## src/rtl/pwm_pulse_meas_if.sv

```systemverilog
// Pin-under-test and result bus for pwm_pulse_meas; the monitor drives results, the pin comes from outside.
// Latency/backpressure: none at this level; results are register outputs of the monitor.
interface pwm_pulse_meas_if #(
  parameter int CNT_W = 32
);
  logic             pwm_in;
  logic             meas_valid;
  logic [CNT_W-1:0] high_cycles;
  logic [CNT_W-1:0] low_cycles;
  logic [CNT_W:0]   period_cycles;
  logic             meas_sat;
  logic             stuck;
  logic             stuck_level;

  modport master (
    input  pwm_in,
    output meas_valid, high_cycles, low_cycles, period_cycles, meas_sat, stuck, stuck_level
  );

  modport slave (
    output pwm_in,
    input  meas_valid, high_cycles, low_cycles, period_cycles, meas_sat, stuck, stuck_level
  );
endinterface

```

## src/rtl/pwm_pulse_meas.sv

```systemverilog
// PWM phase monitor: one high/low/period result per full period, stuck-pin flag; PWM_MEAS_GLITCH_FILTER_EN adds a level filter.
// Strobe 3 clocks after the edge that samples a rise (+GLITCH_CYCLES when filtered); no backpressure, results hold until next strobe.
module pwm_pulse_meas #(
  parameter int CNT_W          = 32,
  parameter int TIMEOUT_CYCLES = 270000000,
  parameter int GLITCH_CYCLES  = 4
) (
  input  logic             clk,
  input  logic             rst_n,
  pwm_pulse_meas_if.master bus
);
  localparam int               TO_W    = (TIMEOUT_CYCLES > 1) ? $clog2(TIMEOUT_CYCLES + 1) : 1;
  localparam logic [CNT_W-1:0] CNT_MAX = '1;
  localparam logic [TO_W-1:0]  TO_VAL  = TO_W'(TIMEOUT_CYCLES);

  typedef enum logic [1:0] {WAIT_RISE, MEAS_HIGH, MEAS_LOW} state_t;

  logic sync_q1, sync_q2, lvl, prev_q, rise_q, fall_q;

  always_ff @(posedge clk or negedge rst_n) begin
    if (!rst_n) begin
      sync_q1 <= 1'b0;
      sync_q2 <= 1'b0;
    end else begin
      sync_q1 <= bus.pwm_in;
      sync_q2 <= sync_q1;
    end
  end

`ifdef PWM_MEAS_GLITCH_FILTER_EN
  localparam int GW = $clog2(GLITCH_CYCLES + 1);
  logic          filt_q;
  logic [GW-1:0] gcnt_q;

  // A new level is taken only after GLITCH_CYCLES identical samples in a row.
  always_ff @(posedge clk or negedge rst_n) begin
    if (!rst_n) begin
      filt_q <= 1'b0;
      gcnt_q <= '0;
    end else if (sync_q2 == filt_q) begin
      gcnt_q <= '0;
    end else if (gcnt_q == GW'(GLITCH_CYCLES - 1)) begin
      filt_q <= sync_q2;
      gcnt_q <= '0;
    end else begin
      gcnt_q <= gcnt_q + 1'b1;
    end
  end

  assign lvl = filt_q;
`else
  assign lvl = sync_q2;
`endif

  always_ff @(posedge clk or negedge rst_n) begin
    if (!rst_n) begin
      prev_q <= 1'b0;
      rise_q <= 1'b0;
      fall_q <= 1'b0;
    end else begin
      prev_q <= lvl;
      rise_q <= lvl & ~prev_q;
      fall_q <= ~lvl & prev_q;
    end
  end

  state_t           state_q, state_d;
  logic [CNT_W-1:0] cnt_q, cnt_d, hi_q, hi_d, high_q, high_d, low_q, low_d, cnt_inc;
  logic [CNT_W:0]   per_q, per_d;
  logic             ph_sat_q, ph_sat_d, hi_sat_q, hi_sat_d, sat_q, sat_d, vld_q, vld_d;
  logic             stuck_q, stuck_d, stuck_lvl_q, stuck_lvl_d;
  logic [TO_W-1:0]  to_q, to_d;
  logic             edge_seen, timeout;

  assign edge_seen = rise_q | fall_q;
  // The timeout counter restarts on every edge, so an edge always beats a timeout.
  assign timeout   = (TIMEOUT_CYCLES != 0) && (to_q == TO_VAL) && !edge_seen;
  assign cnt_inc   = (cnt_q == CNT_MAX) ? cnt_q : cnt_q + 1'b1;

  always_comb begin
    state_d     = state_q;
    cnt_d       = cnt_inc;
    ph_sat_d    = ph_sat_q | (cnt_q == CNT_MAX);
    hi_d        = hi_q;
    hi_sat_d    = hi_sat_q;
    high_d      = high_q;
    low_d       = low_q;
    per_d       = per_q;
    sat_d       = sat_q;
    vld_d       = 1'b0;
    stuck_d     = stuck_q & ~edge_seen;
    stuck_lvl_d = stuck_lvl_q;
    if (edge_seen)
      to_d = TO_W'(1);
    else if (to_q != TO_VAL)
      to_d = to_q + 1'b1;
    else
      to_d = to_q;

    unique case (state_q)
      WAIT_RISE: begin
        cnt_d    = cnt_q;
        ph_sat_d = 1'b0;
        if (rise_q) begin
          cnt_d   = CNT_W'(1);
          state_d = MEAS_HIGH;
        end
      end
      MEAS_HIGH: begin
        if (fall_q) begin
          hi_d     = cnt_q;
          hi_sat_d = ph_sat_q;
          cnt_d    = CNT_W'(1);
          ph_sat_d = 1'b0;
          state_d  = MEAS_LOW;
        end
      end
      MEAS_LOW: begin
        if (rise_q) begin
          high_d   = hi_q;
          low_d    = cnt_q;
          per_d    = {1'b0, hi_q} + {1'b0, cnt_q};
          sat_d    = hi_sat_q | ph_sat_q;
          vld_d    = 1'b1;
          cnt_d    = CNT_W'(1);
          ph_sat_d = 1'b0;
          state_d  = MEAS_HIGH;
        end
      end
      default: state_d = WAIT_RISE;
    endcase

    // A timed-out phase is dropped and measurement re-arms on the next rise.
    if (timeout) begin
      stuck_d     = 1'b1;
      stuck_lvl_d = lvl;
      state_d     = WAIT_RISE;
    end
  end

  always_ff @(posedge clk or negedge rst_n) begin
    if (!rst_n) begin
      state_q     <= WAIT_RISE;
      cnt_q       <= '0;
      ph_sat_q    <= 1'b0;
      hi_q        <= '0;
      hi_sat_q    <= 1'b0;
      high_q      <= '0;
      low_q       <= '0;
      per_q       <= '0;
      sat_q       <= 1'b0;
      vld_q       <= 1'b0;
      stuck_q     <= 1'b0;
      stuck_lvl_q <= 1'b0;
      to_q        <= '0;
    end else begin
      state_q     <= state_d;
      cnt_q       <= cnt_d;
      ph_sat_q    <= ph_sat_d;
      hi_q        <= hi_d;
      hi_sat_q    <= hi_sat_d;
      high_q      <= high_d;
      low_q       <= low_d;
      per_q       <= per_d;
      sat_q       <= sat_d;
      vld_q       <= vld_d;
      stuck_q     <= stuck_d;
      stuck_lvl_q <= stuck_lvl_d;
      to_q        <= to_d;
    end
  end

  assign bus.meas_valid    = vld_q;
  assign bus.high_cycles   = high_q;
  assign bus.low_cycles    = low_q;
  assign bus.period_cycles = per_q;
  assign bus.meas_sat      = sat_q;
  assign bus.stuck         = stuck_q;
  assign bus.stuck_level   = stuck_lvl_q;
endmodule

```

## src/flat_wrapper.sv

```systemverilog
// flat-port wrapper written by rule: the top's interface ports become plain ports
module pwm_pulse_meas_flat 
#(
  parameter int CNT_W          = 32,
  parameter int TIMEOUT_CYCLES = 270000000,
  parameter int GLITCH_CYCLES  = 4
)
  (clk, rst_n, bus_pwm_in, bus_meas_valid, bus_high_cycles, bus_low_cycles, bus_period_cycles, bus_meas_sat, bus_stuck, bus_stuck_level);
  pwm_pulse_meas_if #(.CNT_W(CNT_W)) bus_i ();
  input  logic clk;
  input  logic rst_n;
  input wire logic [$bits(bus_i.pwm_in)-1:0] bus_pwm_in;
  output wire logic [$bits(bus_i.meas_valid)-1:0] bus_meas_valid;
  output wire logic [$bits(bus_i.high_cycles)-1:0] bus_high_cycles;
  output wire logic [$bits(bus_i.low_cycles)-1:0] bus_low_cycles;
  output wire logic [$bits(bus_i.period_cycles)-1:0] bus_period_cycles;
  output wire logic [$bits(bus_i.meas_sat)-1:0] bus_meas_sat;
  output wire logic [$bits(bus_i.stuck)-1:0] bus_stuck;
  output wire logic [$bits(bus_i.stuck_level)-1:0] bus_stuck_level;
  assign bus_i.pwm_in = bus_pwm_in;
  assign bus_meas_valid = bus_i.meas_valid;
  assign bus_high_cycles = bus_i.high_cycles;
  assign bus_low_cycles = bus_i.low_cycles;
  assign bus_period_cycles = bus_i.period_cycles;
  assign bus_meas_sat = bus_i.meas_sat;
  assign bus_stuck = bus_i.stuck;
  assign bus_stuck_level = bus_i.stuck_level;
  pwm_pulse_meas #(.CNT_W(CNT_W), .TIMEOUT_CYCLES(TIMEOUT_CYCLES), .GLITCH_CYCLES(GLITCH_CYCLES)) u_core (.clk(clk), .rst_n(rst_n), .bus(bus_i));
endmodule
```

## config.mk

```make
export PLATFORM = sky130hd
export DESIGN_NAME = pwm_pulse_meas_flat
export DESIGN_NICKNAME = d
export VERILOG_FILES = /design/src/rtl/pwm_pulse_meas_if.sv /design/src/rtl/pwm_pulse_meas.sv /design/src/flat_wrapper.sv
export SDC_FILE = /design/constraint.sdc
export NUM_CORES = 1
export LEC_CHECK = 0
export CAP_MARGIN = 15
export CORE_MARGIN = 5
export CORE_UTILIZATION = 28
export DETAILED_ROUTE_END_ITERATION = 16
export PLACE_DENSITY_LB_ADDON = 0.2
export REMOVE_ABC_BUFFERS = 1
export SYNTH_ARGS = -nofsm -noshare
export SYNTH_HDL_FRONTEND = slang
export SYNTH_SLANG_ARGS = --single-unit
```

## constraint.sdc

```tcl
create_clock -name clk -period 2.39 [get_ports clk]
set_input_delay 0.3585 -clock clk [delete_from_list [all_inputs] [get_ports clk]]
set_output_delay 0.3585 -clock clk [all_outputs]
set_load 0.01 [all_outputs]
```

Yosys cells after proc, flatten, opt, wreduce, memory -nomap -nowiden
Cells that the tools add are included.
{"block": "word_totals", "latch_bits": 0, "reg_bits": 203, "rom_bits": 0, "mem_count": 0, "ramBits": 0, "inputBits": 3, "output_inout_bits": 101}
{"block": "classes", "mul": 0, "n_div": 0, "n_reduce_logical": 8, "shifts": 0, "muxes": 17, "eq_ne": 8, "n_lt_le_gt_ge": 0, "bitwise_logic": 9, "addsub": 3}
{"op": "$mux W32", "n": 4}
{"op": "$pmux W32 S3", "n": 1}
{"op": "$mux W29", "n": 2}
{"op": "$add A32 B32 Y33", "n": 1}
{"op": "$add A32 B1 Y32 const B", "n": 1}
{"op": "$eq A32 B32 Y1 const B", "n": 1}
{"op": "$add A29 B1 Y29 const B", "n": 1}
{"op": "$eq A29 B29 Y1 const B", "n": 1}
{"op": "$ne A29 B29 Y1 const B", "n": 1}
{"op": "$mux W2", "n": 3}
{"op": "$ne A3 B1 Y1 const B", "n": 2}
{"op": "$reduce_and A2 Y1", "n": 3}
{"op": "$mux W1", "n": 5}
{"op": "$pmux W2 S2", "n": 1}
{"op": "$and A1 B1 Y1", "n": 3}
{"op": "$not A1 Y1", "n": 3}
{"op": "$or A1 B1 Y1", "n": 3}
{"op": "$pmux W1 S3", "n": 1}
{"op": "$eq A2 B1 Y1 const B", "n": 1}
{"op": "$eq A2 B2 Y1 const B", "n": 1}
{"op": "$logic_not A2 Y1", "n": 1}
{"op": "$ne A2 B1 Y1 const B", "n": 1}
{"op": "$reduce_bool A2 Y1", "n": 1}
{"op": "$reduce_or A2 Y1", "n": 1}
{"op": "other kinds (2)", "n": 2}

Logic depth before layout (Yosys ltp)
Gate-level depths: netlist of the first run.
{"block": "logic_depth", "word_depth": 5, "ltp_mapped": 10, "mapped_depth_nobuf": 10}

Least setup slack after synthesis of the first run
No wires, ideal clock.
{"block": "synth_path", "kind": "register to register", "from": "register u_core.cnt_q[0]", "to": "register u_core.per_q[32], in the netlist u_core.bus.period_cycles[32]", "setup_slack_ps": -41, "period_less_slack_ps": 2431, "t_required_ps": 2325, "path_buffers": 0, "arrival_time_ps": 2366, "stages_incl_launch_ff": 11, "path_cell_list": "dfrtp_1 ha_1 inv_1 fa_1 nor2b_1 o2111ai_1 a21oi_2 o311a_1 o211ai_1 o41ai_1 o21a_1"}
{"block": "synth_via", "elab_chain_len": 1}
{"element": "start: declaration", "line": "pwm_pulse_meas.sv:68", "text": "logic [CNT_W-1:0] cnt_q, cnt_d, hi_q, hi_d, high_q, high_d, low_q, low_d, cnt_inc;"}
{"element": "start signal: assignment", "line": "pwm_pulse_meas.sv:158", "text": "cnt_q <= cnt_d;"}
{"element": "$add A32 B32 Y33", "line": "pwm_pulse_meas.sv:122", "text": "per_d = {1'b0, hi_q} + {1'b0, cnt_q};"}
{"element": "end signal: assignment", "line": "pwm_pulse_meas.sv:164", "text": "per_q <= per_d;"}
{"element": "end: declaration", "line": "pwm_pulse_meas.sv:69", "text": "logic [CNT_W:0] per_q, per_d;"}
Every way passes these cells.
A chain may end at the register's enable or synchronous reset.

Worst setup path in the final report of the first run
{"block": "layout_path", "from": "register u_core.cnt_q[0]", "to": "register u_core.per_q[24], in the netlist u_core.bus.period_cycles[24]"}
The elaborated chain is that of the path after synthesis.

==> impl.org, run 1 <==
** Synth
- Synthesis-stage register bit count :: roughly 200
- Fraction of the yosys area taken by sequential cells :: 49.5%
- Fraction of registers with async set or reset after synthesis :: 100%
- Number of enable flip-flop cells after synthesis :: 0
- Cell count after synthesis :: between 1,000 and 1,500
- After synthesis the cells add up to between 10,000 and 15,000 µm².
- Synth warnings :: 0
- After synthesis, the mean cell area works out to between 9 and 10 µm².
- For this run, the leading register cell type out of synthesis is dfrtp_1.
- Yosys cell types :: 73

** Global route
- The total overflow left after global routing is 0.
- The number of antenna violations at the first check in global routing was 0.
- The first global-routing pass estimated ~46,000 µm of wire.
- The via count of the first global-routing pass was 8,575.
- Entering global routing, the biggest net connects slightly above 70 pins.
- GRT Overall Usage :: 13.7%

** Pwr
- Total power for the finished layout comes to ~9 mW.
- Pwr Density :: between 600 and 700 nW/µm²
- The worst-case IR drop observed on VDD is 0.470 mV.
- For this design the static power due to leakage is between 6 and 7 nW.

** Layout
- Finished Cell Area :: approximately 14,000 µm²
- Summing all multi-input logic gate instances after layout gives 5140 µm².
- Most common cell after layout, fill and taps aside :: nand2_1
- The repair_antennas step left the layout with diodes totalling 0.
- Share of final-layout standard cells stronger than drive strength 1 :: a little under a fifth
- Fill cell instance count of the final layout :: approximately 3,700
- P&R area growth vs syn :: 33.8%
- Number of nets in the layout :: around 1,300
- Area of all sequential standard cells :: slightly above 5000 µm²
- Cells fill between 30 and 40% of the core in the end.
- Highest-count cells in the layout ignoring fill and taps :: nand2_1 (264), dfrtp_1 (203), buf_4 (120)

** Outcome
- The checks that failed: negative setup slack.
- Result of the run :: finished with violations

** Worst setup path
- In this design, the largest share of critical-path delay is due to compound AO/OA/AOI/OAI gates.
- STA classifies the critical path startpoint as a register.
- End of the worst register-to-register path :: u_core.bus.period_cycles[24]$_DFFE_PN0P_
- Together, buffers and inverters on the worst path number 2.
- Worst stage delay on the critical path :: 0.38 ns
- Start-to-end type of the worst setup path :: reg2reg
- Cells on worst reg2reg path :: 11
- The worst register-to-register path begins at u_core.cnt_q[0]$_DFFE_PN0P_.
- Endpoint type of the worst setup path :: register
- Data on the critical path is required at its endpoint by between 2 and 3 ns.
- Cell type of the slowest stage on the worst timing path :: fa_2
- Critical path cell sequence :: ha_2 -> inv_2 -> fa_2 -> nor2b_4 -> o2111ai_4 -> a21oi_4 -> o311a_4 -> o211ai_1 -> buf_4 -> or3_1 -> nand3_1
- Of all nets on the critical path, the largest fanout is 4.
- Flop-to-flop setup slack :: -0.1 ns
- Data arrival time of the worst path :: ~3.0 ns

** STA
- Maximum frequency from static timing analysis :: ~400 MHz
- Final critical-path required period :: between 2 and 2.5 ns
- The final count of hold timing violations came to 0.
- Headroom to the max-slew limit came out at approximately three fifths.
- At the pin with the least slew margin, the transition time is between 0.6 and 0.7 ns.
- Clock skew :: ~0.033 ns
- After layout, the worst setup slack is -0.0954 ns.
- Setup violations remaining at the end of the flow were counted as 7.
- Max Slew Vio Count :: 0
- Setup repair after global routing missed its margin :: true
- Final period util :: 104%
- Final-layout setup total negative slack :: -0.321 ns

** Flow run
- Across the run, the number of max-cap violations was 0.

** Clock tree
- In this run the number of H-tree levels came out at 1.
- Counting every sink on the clock net gives 203.
- Number of buffers added by the clock tree synthesis step :: 25
- The clock passes through at most 3 buffers.
- The tree is rooted in a clkbuf_16.
- TritonCTS built the clock tree.
- Clock-pin slew was measured on the worst setup and hold paths at roughly 0.060 ns.
- For the worst-skew pair, the clock arrives at the later sink with an insertion delay of about 0.54 ns.

** Min path
- Along the worst hold path, the cell count comes to 1.
- The path with the worst hold slack has its endpoint at u_core.sync_q1$_DFF_PN0_.
- Min-delay src :: bus_pwm_in
- Class of the worst hold path :: in2reg

** Routing
- Using the TritonRoute via totals, the vias-per-cell ratio works out to between 4 and 5.
- Number of design rule violations left after detail routing :: 0
- Detailed-routing iteration count for the pre-antenna-repair pass :: 4
- In this run the remaining antenna-violating nets after routing total 0.
- The routed layout has ~8,400 vias.
- The first routing iteration left between 400 and 500 violations.
- After detailed routing, the average wire length per cell comes to around 16 µm.
- Final wirelength :: 28,300 µm

** Placed design
- Gp weighted congestion :: slightly above 0.8
- Summed over all nets, the half-perimeter wirelength after detailed placement is approximately 21,000 µm.
- Prior to clock tree synthesis, the placed netlist has a worst setup slack of -0.207 ns.
- The placed instances occupy a cell area of 12,600 µm².
- Total of buffers placed on input and output ports :: between 100 and 150

** Floorplan
- The core region is 36,300 µm².
- Vertical die dimension :: around 200 µm
- Die footprint :: a little over 40,000 µm²
- X dimension of the die :: ~200 µm
- In this run the core area contains 70 standard-cell rows.
- In this run the count of I/O pins placed on the die edge is ~100.
- Once the floorplan was initialized, standard cells occupied between 20 and 30% of the core.
## cell type report
cell class / count / area share, %
timing repair buffer: 229 / 14.9
tap: 468 / 4.27
multi-input combinational: 819 / 37.5
inverter: 23 / 0.629
clock inverter: 9 / 0.748
clock buffer: 33 / 4.92
sequential: 203 / 37.0
## metrics by stage
stage               hold slack (ns)  instances
floorplan                    0.0629       1045
global placement              0.343       1736
detailed placement            0.348       1736
CTS                           0.269       1782
global route                  0.271       1784
finish                        0.296       1784
## state kept, by name, indices dropped and copies added (netlist names)
register and count:
u_core.lvl 1, u_core.bus.stuck_level 1, u_core.sync_q1 1, u_core.ph_sat_q 1, u_core.bus.stuck 1, u_core.bus.high_cycles 32, u_core.prev_q 1, u_core.bus.period_cycles 33
u_core.bus.meas_sat 1, u_core.hi_sat_q 1, u_core.fall_q 1, u_core.bus.meas_valid 1, u_core.hi_q 32, u_core.rise_q 1, u_core.cnt_q 32, u_core.state_q 2
u_core.bus.low_cycles 32, u_core.to_q 29
## worst max-delay path by stage
stage | start | to | slack (ns) | cells past startpoint
final | u_core.cnt_q[0]$_DFFE_PN0P_ | u_core.bus.period_cycles[24]$_DFFE_PN0P_ | -0.1 | 11
after global routing | u_core.cnt_q[0]$_DFFE_PN0P_ | u_core.bus.period_cycles[24]$_DFFE_PN0P_ | -0.19 | 11
after CTS | u_core.hi_q[0]$_DFFE_PN0P_ | u_core.bus.period_cycles[24]$_DFFE_PN0P_ | -0.1 | 11
after detailed placement | u_core.hi_q[0]$_DFFE_PN0P_ | u_core.bus.period_cycles[24]$_DFFE_PN0P_ | -0.21 | 11
after global placement | u_core.hi_q[0]$_DFFE_PN0P_ | u_core.bus.period_cycles[24]$_DFFE_PN0P_ | -0.22 | 11
after floorplan | u_core.rise_q$_DFF_PN0_ | u_core.bus.period_cycles[31]$_DFFE_PN0P_ | -3.60 | 5
## where the power goes
part           internal (mW)  total, mW  leakage (nW)  switching [mW]
registers               3.62       3.76          2.80           0.136
logic                  0.698       1.53          3.19           0.835
clock network           2.19       3.63         0.386            1.44
## per-layer routing
| metal | part of all wire (%) | up-vias | global-route usage (%) |
|---|---|---|---|
| met4 | 1.9 | 0 | 2.78 |
| li1 | - | 4223 | - |
| met2 | 46 | 129 | 21.8 |
| met3 | 4.7 | 37 | 2.88 |
| met1 | 47 | 4021 | 19.4 |
| met5 | 0 | - | 0 |
## cells in the mapped netlist (3+ instances only)
cell	count	area share [%]
buf_2	8	0.39
ha_1	35	4.3
or4_1	3	0.22
o21a_1	9	0.66
and2_1	5	0.31
and3_1	13	0.79
a21o_1	9	0.66
or2_2	4	0.24
o31ai_1	7	0.51
nand4_1	28	1.7
nor3_1	15	0.73
buf_1	4	0.15
nand3_1	31	1.5
o21ai_1	7	0.34
a21oi_1	42	2.1
o21ai_0	76	3.7
nand2b_1	5	0.31
nand2_1	264	9.7
o211ai_1	7	0.51
or3_1	7	0.43
and4_1	9	0.77
a31oi_1	17	1.0
nor2b_1	12	0.73
xnor2_1	22	1.9
nor4_1	6	0.37
a211oi_1	4	0.29
mux2_2	29	3.2
dfrtp_1	203	50
xor2_1	35	3.0
clkbuf_1	41	1.5
inv_1	22	0.81
nor2_1	67	2.5
## cells by family (layout without fill, tap and decap cells)
kind of cell | after synthesis | count (layout) | share of synthesized area, %
and+or+nand+nor | 490 | 490 | 22.4
AOI/OAI and AO/OA | 205 | 205 | 12.3
DFF | 203 | 203 | 49.5
buffers and inverters | 78 | 294 | 3.00
xor gates and xnor gates | 57 | 57 | 4.87
adders and majority gates | 36 | 36 | 4.47
muxes | 31 | 31 | 3.38
## repair_timing
| item | in CTS | in global routing |
|---|---|---|
| endpoints found under the hold margin | 42 | 0 |
| setup endpoints to repair | 13 | 23 |
| gates resized for setup | 17 | 35 |
| pin swaps | 9 | 15 |
| cloned | 0 | 0 |
| setup buffers | 3 | 2 |
| hold buffers | 1 | 0 |
Note: power is estimated with default switching activity, not from simulation.
==> run 2, diff against run 1 <==
CAP_MARGIN = default   (was 15)
==> results of run 2 <==
Same layout as run 1: the final DEF is identical, and so are final timing and power.
==> run 3, diff against run 2 <==
SKIP_CTS_REPAIR_TIMING = 1   (was default)
clock period = 2.85 ns   (was 2.39 ns; I/O delays follow)
==> run 3 against run 2 <==
  * The run now ends clean
  * Final cell count is 4.8% lower
  * Sequential power is 16% lower
  * Total power down 17%
  * Fmax shrank 7.0%
  * Clock power down 13%
  * Non-clock buffer count shrank 83
  * Hold slack improved by 0.057 ns
  * Count of clock-buffer cells in the layout down 3
  * First-iteration DRC count is 7.6% higher
  * Flip-flop and latch count is the same
  * Critical endpoint is now u_core.bus.period_cycles[32]$_DFFE_PN0P_
==> impl.org, run 3 (same netlist as run 1, synthesis figures left out) <==
** Worst setup path
- Worst stage delay on the critical path :: 0.42 ns (+0.04 ns)
- The maximum fanout count along the critical path is 5 (+1).
- Flop-to-flop setup slack :: 0.18 ns (+0.27 ns)
- Tracing the worst setup path back leads to its startpoint at u_core.hi_q[0]$_DFFE_PN0P_.
- End of the worst register-to-register path :: u_core.bus.period_cycles[32]$_DFFE_PN0P_
- Endpoint type of the worst setup path :: register
- The startpoint identified for the worst register-to-register timing path is u_core.hi_q[0]$_DFFE_PN0P_.
- Walking the worst path, the cells encountered are ha_1 -> inv_1 -> fa_1 -> nor2b_2 -> o2111ai_2 -> a21oi_2 -> o311a_1 -> o211ai_1 -> o41ai_1 -> o21a_1.
- The endpoint arrival time on the critical path is 3.14 ns (+0.18 ns).
- The worst setup path is launched from a register.
- The critical path ends at u_core.bus.period_cycles[32]$_DFFE_PN0P_.
- Cells on worst reg2reg path :: 10 (-1)
- Crit path required time :: 3.32 ns (+0.45 ns)
- Start-to-end type of the worst setup path :: reg2reg
- The largest individual stage delay along the critical path comes from the cell o41ai_1.

** Floorplan
- X dimension of the die :: 201 µm (unchanged)
- Die footprint :: 40,500 µm² (unchanged)
- The effective utilization at floorplan is 28.2% (unchanged).
- Area of the placeable core :: 36,300 µm² (unchanged)
- Vertical die dimension :: 201 µm (unchanged)
- The number of core rows is 70 (unchanged).
- The number of top-level design ports came to 104 (unchanged).

** STA
- The final-report setup violation count was 0 (-7).
- The number of max-slew violations in the final report is 0 (unchanged).
- The final worst-path cycle share came to 93.8% (-10 points).
- Setup repair after global routing left no endpoint under its margin.
- Total count of hold-check failures in the final report :: 0 (unchanged)
- The top achievable clock speed was 374 MHz (-7.0%).
- Clock skew :: 0.0203 ns (-0.0131 ns)
- The shortest period the worst path allows was 2.67 ns (+0.187 ns).
- Worst relative slew slack :: 58.9% (+0.76 points)
- Tightest Pin Transition :: 0.617 ns (-0.0115 ns)

** Routing
- Initial DRC Count :: 482 (+7.6%)
- Overall via count from detail_route :: 8,068 (-4.1%)
- Final wirelength :: 27,100 µm (-4.0%)
- The detailed-routing iteration count for the pre-antenna-repair pass was 5 (+1).
- The average routed wire per standard cell was 16.0 µm (+0.78%).
- Post-DR vias/cell :: 4.75 (+0.73%)
- Number of design rule violations left after detail routing :: 0 (unchanged)
- The remaining antenna violation count after routing is 0 (unchanged).

** Clock tree
- The clock input transition at the sequential cells of the worst setup and hold paths was 0.06 ns (about the same).
- The maximum clock insertion buffer count came to 3 (unchanged).
- The insertion delay of the later-clocked pin in the worst-skew pair came to 0.52 ns (-0.02 ns).
- The H-tree depth is 1 (unchanged).
- The number of CTS-inserted buffers is 25 (unchanged).
- CTS placed an instance of clkbuf_16 at the clock tree root.
- The number of sinks on the clock net came to 203 (unchanged).
- TritonCTS built the clock tree.

** Layout
- Number of nets in the layout :: 1,257 (-6.2%)
- Antenna Diode Count :: 0 (unchanged)
- The count of filler cells inserted in the layout is 3,694 (+0.38%).
- The ratio of cells with drive above 1 in the final layout was 11.4% (-7.7 points).
- Compared with the post-synthesis result, the final layout area differs by 25.3%.
- The library cells used most frequently in the layout, excluding fill and tap cells, are nand2_1 (264), dfrtp_1 (203), clkdlybuf4s50_1 (102).
- The library cell used most frequently in the layout, excluding fill and tap cells, is nand2_1.
- Finished Cell Area :: 12,800 µm² (-6.3%)
- Flip-flop count of the largest register after layout :: 33 (unchanged)

** Min path
- Class of the worst hold path :: reg2reg
- Min-delay src :: u_core.sync_q1$_DFF_PN0_

** Flow run
- Count of max-cap constraint violations :: 0 (unchanged)

** Pwr
- The static power due to leakage was 5.95 nW (-6.8%).
- The worst vdd rail ir drop was 0.358 mV (-24%).
- The total power consumption of the routed design came to 7.41 mW (-17%).
- The power per cell area was 577 nW/µm² (-11%).

** Global route
- Global-route wire length before repair :: 44,900 µm (-3.2%)
- Overflow left after global routing :: 0 (unchanged)
- Initial antenna violation count :: 0 (unchanged)
- Largest net degree at the start of global routing :: 73 (+1.4%)
- Via count of the first global-routing pass :: 8,141 (-5.1%)
- The global routing usage summed across all routing layers came to 13.2% (-0.47 points).

** Placed design
- The placed standard-cell area came to 12,000 µm² (-4.8%).
- Gp weighted congestion :: 0.858 (+3.6%)
- Detailed Place HPWL :: 19,400 µm (-5.8%)
- Total of buffers placed on input and output ports :: 103 (unchanged)

** Outcome
- Result of the run :: finished, final reports clean
-- run 3: cell count changes in the layout (fill, tap and decap cells not counted), sizes merged --
cell,previous run,this run
buf,125,42
clkbuf,34,31
bufinv,2,3
-- run 3: routing by layer --
layer	GRT usage, %	share of wire, %	vias to the layer above
met3	2.93	4.4	30
met4	3.05	1.8	0
met2	20.8	46	124
met1	18.7	48	3858
met5	0	0	-
li1	-	-	4056
-- run 3: power breakdown --
part	switching (mW)	internal, mW	leakage [nW]	total [mW]
clock	1.21	1.96	0.408	3.16
sequential	0.124	3.04	2.80	3.16
combinational	0.648	0.437	2.74	1.08
-- run 3: worst min path at each step --
stage | to | slack (ns) | cells past startpoint
floorplan | u_core.bus.high_cycles[0]$_DFFE_PN0P_ | 0.13 | 0
global placement | u_core.lvl$_DFF_PN0_ | 0.34 | 0
detailed placement | u_core.lvl$_DFF_PN0_ | 0.35 | 0
CTS | u_core.to_q[2]$_DFFE_PN0N_ | -0.06 | 1
global route | u_core.sync_q1$_DFF_PN0_ | 0.33 | 1
finish | u_core.lvl$_DFF_PN0_ | 0.35 | 0
-- run 3: cell type report --
class | instances | area, µm² | share of cell area (%)
multi-input combinational | 819 | 4890 | 38.0
inverter | 23 | 86.3 | 0.672
tap | 468 | 586 | 4.56
timing repair buffer | 146 | 1400 | 10.9
clock buffer | 30 | 684 | 5.33
sequential | 203 | 5080 | 39.5
clock inverter | 10 | 129 | 1.00
-- run 3: worst max-delay path, delay by kind of cell, from the launching register on --
kind / cells / cell delay, ns
simple gates: 1 / 0.17
fa+ha+maj: 2 / 0.58
buf+inv: 1 / 0.06
flops: 1 / 0.36
compound gates: 6 / 1.46
-- run 3: stage by stage --
step	setup WS, ns	TNS (ns)	std cells	hold WS [ns]	util (%)
3_5_place_dp	0.137	0	1658	0.346	33.0
2_1_floorplan	-3.14	-192.11	1045	0.132	-
4_1_cts	0.116	0	1698	-0.0562	35.3
3_3_place_gp	0.160	0	1658	0.341	33.0
5_1_grt	0.00863	0	1699	0.331	35.4
6_report	0.178	0	1699	0.353	35.4
